==> config.mk <==
export PLATFORM = sky130hd
export DESIGN_NAME = branch_target_buffer
export DESIGN_NICKNAME = d
export VERILOG_FILES = /design/src/rtl/bp_pkg.sv /design/src/rtl/branch_target_buffer_sat_counter2.sv /design/src/rtl/branch_target_buffer.sv
export SDC_FILE = /design/constraint.sdc
export NUM_CORES = 2
export LEC_CHECK = 0
export BUFFER_PORTS_ARGS = -buffer_cell sky130_fd_sc_hd__buf_2
export CORE_AREA = 8 8 356 358
export CTS_CLUSTER_DIAMETER = 200
export DETAILED_ROUTE_END_ITERATION = 16
export DIE_AREA = 0 0 364 366
export PLACE_DENSITY = 0.67
export SLEW_MARGIN = 20
export SYNTH_ARGS = -nofsm -noshare
export SYNTH_HDL_FRONTEND = slang
export SYNTH_SLANG_ARGS = --single-unit
==> constraint.sdc <==
create_clock -name clock -period 7.85 [get_ports clock]
set_input_delay 1.57 -clock clock [delete_from_list [all_inputs] [get_ports clock]]
set_output_delay 1.57 -clock clock [all_outputs]
set_load 0.01 [all_outputs]
==> src/rtl/bp_pkg.sv <==
// Shared branch-prediction definitions.
// Holds the 2-bit counter encodings, PC and table geometry, and the BTB entry
// layout used by the branch target buffer and other predictor blocks.
package bp_pkg;

    localparam int PC_W        = 32;
    localparam int BTB_ENTRIES = 16;
    localparam int BTB_INDEX_W = 4;
    // Word-aligned PC: bits [1:0] are dropped, the index comes next, the rest is tag.
    localparam int BTB_TAG_W   = PC_W - 2 - BTB_INDEX_W;

    localparam logic [1:0] CNT_SNT = 2'b00;
    localparam logic [1:0] CNT_WNT = 2'b01;
    localparam logic [1:0] CNT_WT  = 2'b10;
    localparam logic [1:0] CNT_ST  = 2'b11;

    typedef struct packed {
        logic                 valid;
        logic [BTB_TAG_W-1:0] tag;
        logic [PC_W-1:0]      target;
        logic [1:0]           cnt;
    } btb_entry_t;

    localparam btb_entry_t BTB_ENTRY_RST = '{
        valid:  1'b0,
        tag:    '0,
        target: '0,
        cnt:    CNT_WNT
    };

endpackage

==> src/rtl/branch_target_buffer_sat_counter2.sv <==
// 2-bit saturating up/down counter, next-state function only.
// Ports:
//   cnt_i  current counter value
//   up_i   1 = count towards strong-taken, 0 = towards strong-not-taken
//   cnt_o  next counter value, clamped at 00 and 11
module sat_counter2
    import bp_pkg::*;
(
    input  logic [1:0] cnt_i,
    input  logic       up_i,
    output logic [1:0] cnt_o
);

    always_comb begin
        cnt_o = cnt_i;
        if (up_i) begin
            if (cnt_i != CNT_ST) begin
                cnt_o = cnt_i + 2'd1;
            end
        end else begin
            if (cnt_i != CNT_SNT) begin
                cnt_o = cnt_i - 2'd1;
            end
        end
    end

endmodule

==> src/rtl/branch_target_buffer.sv <==
// Direct-mapped branch target buffer with per-entry 2-bit prediction counter.
// Ports:
//   clock, reset            rising-edge clock, synchronous active-low reset
//   pc_if                   fetch PC; H/P/target are its combinational lookup
//   stall, flush            control of the IF->ID copies Hd/Pd/target_d
//   WRt, WRp                allocate entry / train counter for upd_pc
//   upd_pc, upd_target,
//   upd_taken               resolved branch information from ID
//   lookups, hits           saturating statistics counters
module branch_target_buffer
    import bp_pkg::*;
#(
    parameter int ENTRIES = BTB_ENTRIES,
    parameter int INDEX_W = BTB_INDEX_W,
    parameter int TAG_W   = BTB_TAG_W,
    parameter int CNT_W   = 16
) (
    input  logic             clock,
    input  logic             reset,
    input  logic [31:0]      pc_if,
    output logic             H,
    output logic             P,
    output logic [31:0]      target,
    input  logic             stall,
    input  logic             flush,
    output logic             Hd,
    output logic             Pd,
    output logic [31:0]      target_d,
    input  logic             WRt,
    input  logic             WRp,
    input  logic [31:0]      upd_pc,
    input  logic [31:0]      upd_target,
    input  logic             upd_taken,
    output logic [CNT_W-1:0] lookups,
    output logic [CNT_W-1:0] hits
);

    btb_entry_t         table_q [ENTRIES];

    logic [INDEX_W-1:0] rd_idx;
    logic [TAG_W-1:0]   rd_tag;
    btb_entry_t         rd_entry;

    logic [INDEX_W-1:0] wr_idx;
    logic [TAG_W-1:0]   wr_tag;
    btb_entry_t         wr_entry;
    logic               wr_hit;
    logic [1:0]         cnt_trained;
    btb_entry_t         entry_d;
    logic               entry_we;

    logic               hd_q, hd_d;
    logic               pd_q, pd_d;
    logic [31:0]        tgt_q, tgt_d;
    logic [CNT_W-1:0]   lookups_q, lookups_d;
    logic [CNT_W-1:0]   hits_q, hits_d;

    logic               unused_pc_lsbs;
    assign unused_pc_lsbs = ^{pc_if[1:0], upd_pc[1:0]};

    // Lookup reads the registered array directly, so a same-cycle write is
    // not visible until the following cycle.
    assign rd_idx   = pc_if[INDEX_W+1:2];
    assign rd_tag   = pc_if[PC_W-1:INDEX_W+2];
    assign rd_entry = table_q[rd_idx];

    assign H      = rd_entry.valid && (rd_entry.tag == rd_tag);
    assign P      = H && rd_entry.cnt[1];
    assign target = H ? rd_entry.target : '0;

    assign wr_idx   = upd_pc[INDEX_W+1:2];
    assign wr_tag   = upd_pc[PC_W-1:INDEX_W+2];
    assign wr_entry = table_q[wr_idx];
    assign wr_hit   = wr_entry.valid && (wr_entry.tag == wr_tag);

    sat_counter2 u_sat_counter2 (
        .cnt_i (wr_entry.cnt),
        .up_i  (upd_taken),
        .cnt_o (cnt_trained)
    );

    // Allocation takes precedence over training; training an entry owned by
    // a different branch (tag miss) is dropped.
    always_comb begin
        entry_d  = wr_entry;
        entry_we = 1'b0;
        if (WRt) begin
            entry_we       = 1'b1;
            entry_d.valid  = 1'b1;
            entry_d.tag    = wr_tag;
            entry_d.target = upd_target;
            entry_d.cnt    = upd_taken ? CNT_WT : CNT_WNT;
        end else if (WRp && wr_hit) begin
            entry_we    = 1'b1;
            entry_d.cnt = cnt_trained;
        end
    end

    always_ff @(posedge clock) begin
        if (!reset) begin
            for (int i = 0; i < ENTRIES; i++) begin
                table_q[i] <= BTB_ENTRY_RST;
            end
        end else if (entry_we) begin
            table_q[wr_idx] <= entry_d;
        end
    end

    always_comb begin
        hd_d  = hd_q;
        pd_d  = pd_q;
        tgt_d = tgt_q;
        if (flush) begin
            hd_d  = 1'b0;
            pd_d  = 1'b0;
            tgt_d = '0;
        end else if (!stall) begin
            hd_d  = H;
            pd_d  = P;
            tgt_d = target;
        end
    end

    always_comb begin
        lookups_d = lookups_q;
        hits_d    = hits_q;
        if (!stall) begin
            if (lookups_q != '1) begin
                lookups_d = lookups_q + CNT_W'(1);
            end
            if (H && (hits_q != '1)) begin
                hits_d = hits_q + CNT_W'(1);
            end
        end
    end

    always_ff @(posedge clock) begin
        if (!reset) begin
            hd_q      <= 1'b0;
            pd_q      <= 1'b0;
            tgt_q     <= '0;
            lookups_q <= '0;
            hits_q    <= '0;
        end else begin
            hd_q      <= hd_d;
            pd_q      <= pd_d;
            tgt_q     <= tgt_d;
            lookups_q <= lookups_d;
            hits_q    <= hits_d;
        end
    end

    assign Hd       = hd_q;
    assign Pd       = pd_q;
    assign target_d = tgt_q;
    assign lookups  = lookups_q;
    assign hits     = hits_q;

endmodule

# --- After elaboration in Yosys (flattened, before gate mapping) ---
# Memory sizes are Yosys's and may differ from the RTL's.
# Cells that the tools add are included.
op_classes:
  add_sub_neg: 4
  eq_ne: 5
  n_mux: 17
  n_bitwise: 2
  n_reduce_logical: 10
ops:
  columns: ["op", "count"]
  rows:
  - ["$mux 61", 1]
  - ["$reduce_or 61->1", 1]
  - ["$mux 59", 1]
  - ["$eq 26x26->1", 2]
  - ["$add 16x1->16 const B", 2]
  - ["$mux 32", 1]
  - ["$ne 16x16->1 const B", 2]
  - ["$mux 2", 6]
  - ["$mux 1", 7]
  - ["$logic_and 1x1->1", 5]
  - ["$mux 4", 1]
  - ["$reduce_and 2->1", 2]
  - ["$add 2x1->2 const B", 1]
  - ["$ne 2x2->1 const B", 1]
  - ["$not 1->1", 2]
  - ["$reduce_bool 2->1", 1]
  - ["$reduce_or 2->1", 1]
  - ["$sub 2x1->2 const B", 1]
word_totals:
  ff_bits: 66
  ramBits: 976
  out_inout_bits: 100
  elab_cells: 44
  memories: 1
memory_table:
  columns: ["name", "depth", "word_bits", "rd", "rd_clocked_by_memory_dff", "wr", "line", "source"]
  rows:
  - ["table_q", 16, 61, 2, 0, 16, "branch_target_buffer.sv:38", "btb_entry_t table_q [ENTRIES];"]

# --- Logic depth before layout (Yosys ltp) ---
# An unclocked memory read counts as a cell.
depth:
  word_depth: 11
  ltp_mapped: 16

# --- Cells and area by module ---
# Synthesis repeated with hierarchy kept, for this count alone.
unflattened:
  cells_unflattened: 3822
  hier_area_um2: 54013.1
by_module_without_submodules:
  columns: ["mod", "instances", "cells_per_inst", "area_per_inst_um2"]
  rows:
  - ["branch_target_buffer", 1, 3819, 53986.8]
  - ["sat_counter2", 1, 3, 26.3]

# --- Least setup slack after synthesis ---
# Ideal clock, no wire load.
synth_timing:
  path_kind: "input -> register"
  startpoint: "in upd_pc[5]"
  endpoint: "mem table_q[3][0] (netlist bit), enable pin"
  setup_time_ns: 0.420
  t_arrival_ns: 5.939
  slack_ns: 1.490
  cell_stages: 16
  n_path_buf: 7
  path_cell_list: "buf_4 > buf_4 > buf_2 > buf_4 > buf_2 > mux4_2 > mux2i_1 > xor2_1 > o211ai_1 > o31ai_1 > o2111ai_1 > o31ai_4 > buf_8 > nand4_4 > buf_4 > nand2_1"
synth_rtl:
  columns: ["element", "line", "source"]
  rows:
  - ["from (decl)", "branch_target_buffer.sv:31", "input logic [31:0] upd_pc,"]
  - ["to (decl)", "branch_target_buffer.sv:38", null]

# --- Worst setup path in the final report ---
layout_timing:
  startpoint: "in pc_if[2]"
  endpoint: "out H"
layout_between:
  elab_chain_cells: 3
layout_rtl:
  columns: ["element", "line", "source"]
  rows:
  - ["from (decl)", "branch_target_buffer.sv:20", "input logic [31:0] pc_if,"]
  - ["$mem_v2 16x61 *", null, null]
  - ["$eq 26x26->1", "branch_target_buffer.sv:67", "assign H = rd_entry.valid && (rd_entry.tag == rd_tag);"]
  - ["$logic_and 1x1->1 *", "branch_target_buffer.sv:67", null]
  - ["to (decl)", "branch_target_buffer.sv:21", "output logic H,"]
# Mark *: on every way between the ends. The rest lies on a longest branch, timed or not.

==> metrics.txt <==
RSZ-0062 raised after global routing=false; FF+latch count, synth=1,042; Remaining Overflow, GRT=0; ys async rst share=0%; cts hold-fix bufs=0; Yosys cell types=73; Worst-Skew Late Latency=0.75 ns; total routed wirelength=177,200 um; clock period minus worst slack=6.953 ns; kind of start point of the critical path=input port; most frequent cells in the layout=nor2_1, edfxtp_1, mux4_2; Max Cap Violations=0; Pleak=0.02185 uW; final cycle utilization of the critical path=88.58%; drt wl/cell=32.00 um; post-CTS sizing=0; total track usage=25.92%; Initial Util=44.69%; Yosys warnings=0; Worst Skew=0.04199 ns; HP Class=register to register; slew at the pin closest to its max-slew limit=1.054 ns; clock net sink count=1,042; clk slew on worst S/H paths=0.06 ns; Routability Congestion=0.9137; first-pass GRT wire length=252,200 um; max incr delay on CP=0.55 ns; 1st-iter DRT viols=5,470; Bufs on Longest Clock Path=3; status=completed; via count=36,444; Crit Path Category=input port to primary output; Chip Width=364 um; Via density=6.580; Crit path required time=6.28 ns; Ports=203; crit path max fanout=50; endpoints failing setup=0; hpwl dp=102,200 um; Worst EP arrival=5.38 ns; Setup crit end kind=primary output; number of global-route vias before repair=35,829; IO Port Bufs=198; initial antenna violation count=12; syn_nets=3,772; Root Driver=clkbuf_16; Pins Over Slew Limit=0; Avg Cell Area, Syn=14.74 sq um; EDFF count, synth=976; post-route setup TNS=0 ns; cell area after layout=61,000 sq um; CTS tree=done; max_slew headroom=29.60%; CTS buffer count=111; max frequency=143.8 MHz; cells along the critical path=buf_8 -> buf_4 -> mux4_2 -> mux2i_1 -> xnor2_1 -> a211oi_1 -> o2111ai_1 -> nor4_4 -> buf_4 -> nand2_4 -> inv_1 -> buf_2; drt drc=0; Setup WS post-layout=0.8966 ns; TritonRoute pass-1 iters=6; total power=13,390 uW; top_reg_cell synth=edfxtp_1; Place WS=0.9792 ns; Placed Area=57,210 sq um; Std-Cell Rows=128; Max rail drop VDD=0.0001758 V; setup repair bufs after CTS=0; Core Footprint=120,900 sq um; largest net degree at the start of global routing=62; layout cells sized above 1=29.65%; cell mode on critical path=buf_4; Seq/Total Area, Yosys=56.68%; cell count after synthesis=3,667; Die H=366 um; slowest cell on the critical path=mux4_2; ANT nets after route=0; hold violation count in the final report=0; r2r setup slk=2.74 ns; Die ar.=133,200 sq um; Nets=3,915; Mapped Area=54,040 sq um; Pwr Density=219.5 nW/um^2; Layout area overhead=12.87%; H-tree depth=3
-- registers in the layout, summed over array words and instances (netlist names) --
register,flops
lookups,16
target_d,32
Pd,1
Hd,1
table_q,976
hits,16
-- power by group --
part	switching [uW]	internal, uW	leakage [uW]	total [uW]
sequential	104	6270	0.0106	6380
combinational	1000	658	0.00947	1660
clock	2320	3030	0.00183	5350
total	3420	9970	0.0218	13400
-- per-stage QoR --
stage,std cells,utilization (%),hold slack (ns)
detailed placement,5322,47.32,0.4505
CTS,5534,50.41,0.4709
floorplan,3667,-,0.4971
finish,5539,50.45,0.4591
global route,5536,50.44,0.4991
global placement,5321,47.28,0.4321
-- metal layers --
metal  vias up  GRT usage, %  part of all wire, %  wire length, um
met3       506         5.494                   12            21820
met1     18732         34.01                   35            62730
met4         8         11.13                  4.7             8392
li1      14458             -                    -                -
met2      2740         41.83                   48            84240
met5         -             0                0.030               54
-- worst max-delay path: cells and delay by family --
family	cells	cell delay [ns]
simple gates	2	0.41
buf+inv	5	1.57
xor+xnor	1	0.24
mux	2	0.79
compound gates	2	0.64
-- final timing paths --
| path | from | end | cells past startpoint |
|---|---|---|---|
| worst max register to register | table_q[1][46] | table_q[0][0] | 12 |
| worst max-delay path | pc_if[2] | H | 12 |
| worst min-delay path | Hd | Hd | 1 |
| worst min register to register | Hd | Hd | 1 |
-- kinds of logic after synthesis --
| family | synth area share (%) |
|---|---|
| AND/OR/NAND/NOR | 10.00 |
| flip-flops | 56.68 |
| multiplexers | 25.87 |
| buffers and inverters | 3.598 |
| AO/OA/AOI/OAI | 2.697 |
| XOR/XNOR | 1.114 |
| adder cells (fa/ha/maj) | 0.04630 |
-- synthesized netlist by cell type (37+ instances only) --
master,number,area share [%]
mux4_2,528,22
a22o_1,37,0.60
and3_1,38,0.44
xnor2_1,41,0.66
edfxtp_1,976,54
mux2i_1,173,3.2
clkbuf_1,141,0.98
nand2_1,77,0.53
buf_4,71,0.99
buf_2,77,0.71
nor2_1,977,6.8
buf_1,40,0.28
dfxtp_1,66,2.4
-- area by class of cell --
| type | count | area, sq um |
|---|---|---|
| Antenna cell | 5 | 12.51 |
| Clock buffer | 140 | 3053 |
| Clock inverter | 72 | 684.4 |
| Fill cell | 9999 | 59920 |
| Inverter | 32 | 125.1 |
| Multi-Input combinational cell | 2245 | 21690 |
| Sequential cell | 1042 | 30630 |
| Tap cell | 1625 | 2033 |
| Timing Repair Buffer | 378 | 2775 |
Note: power is estimated with default switching activity, not from simulation.
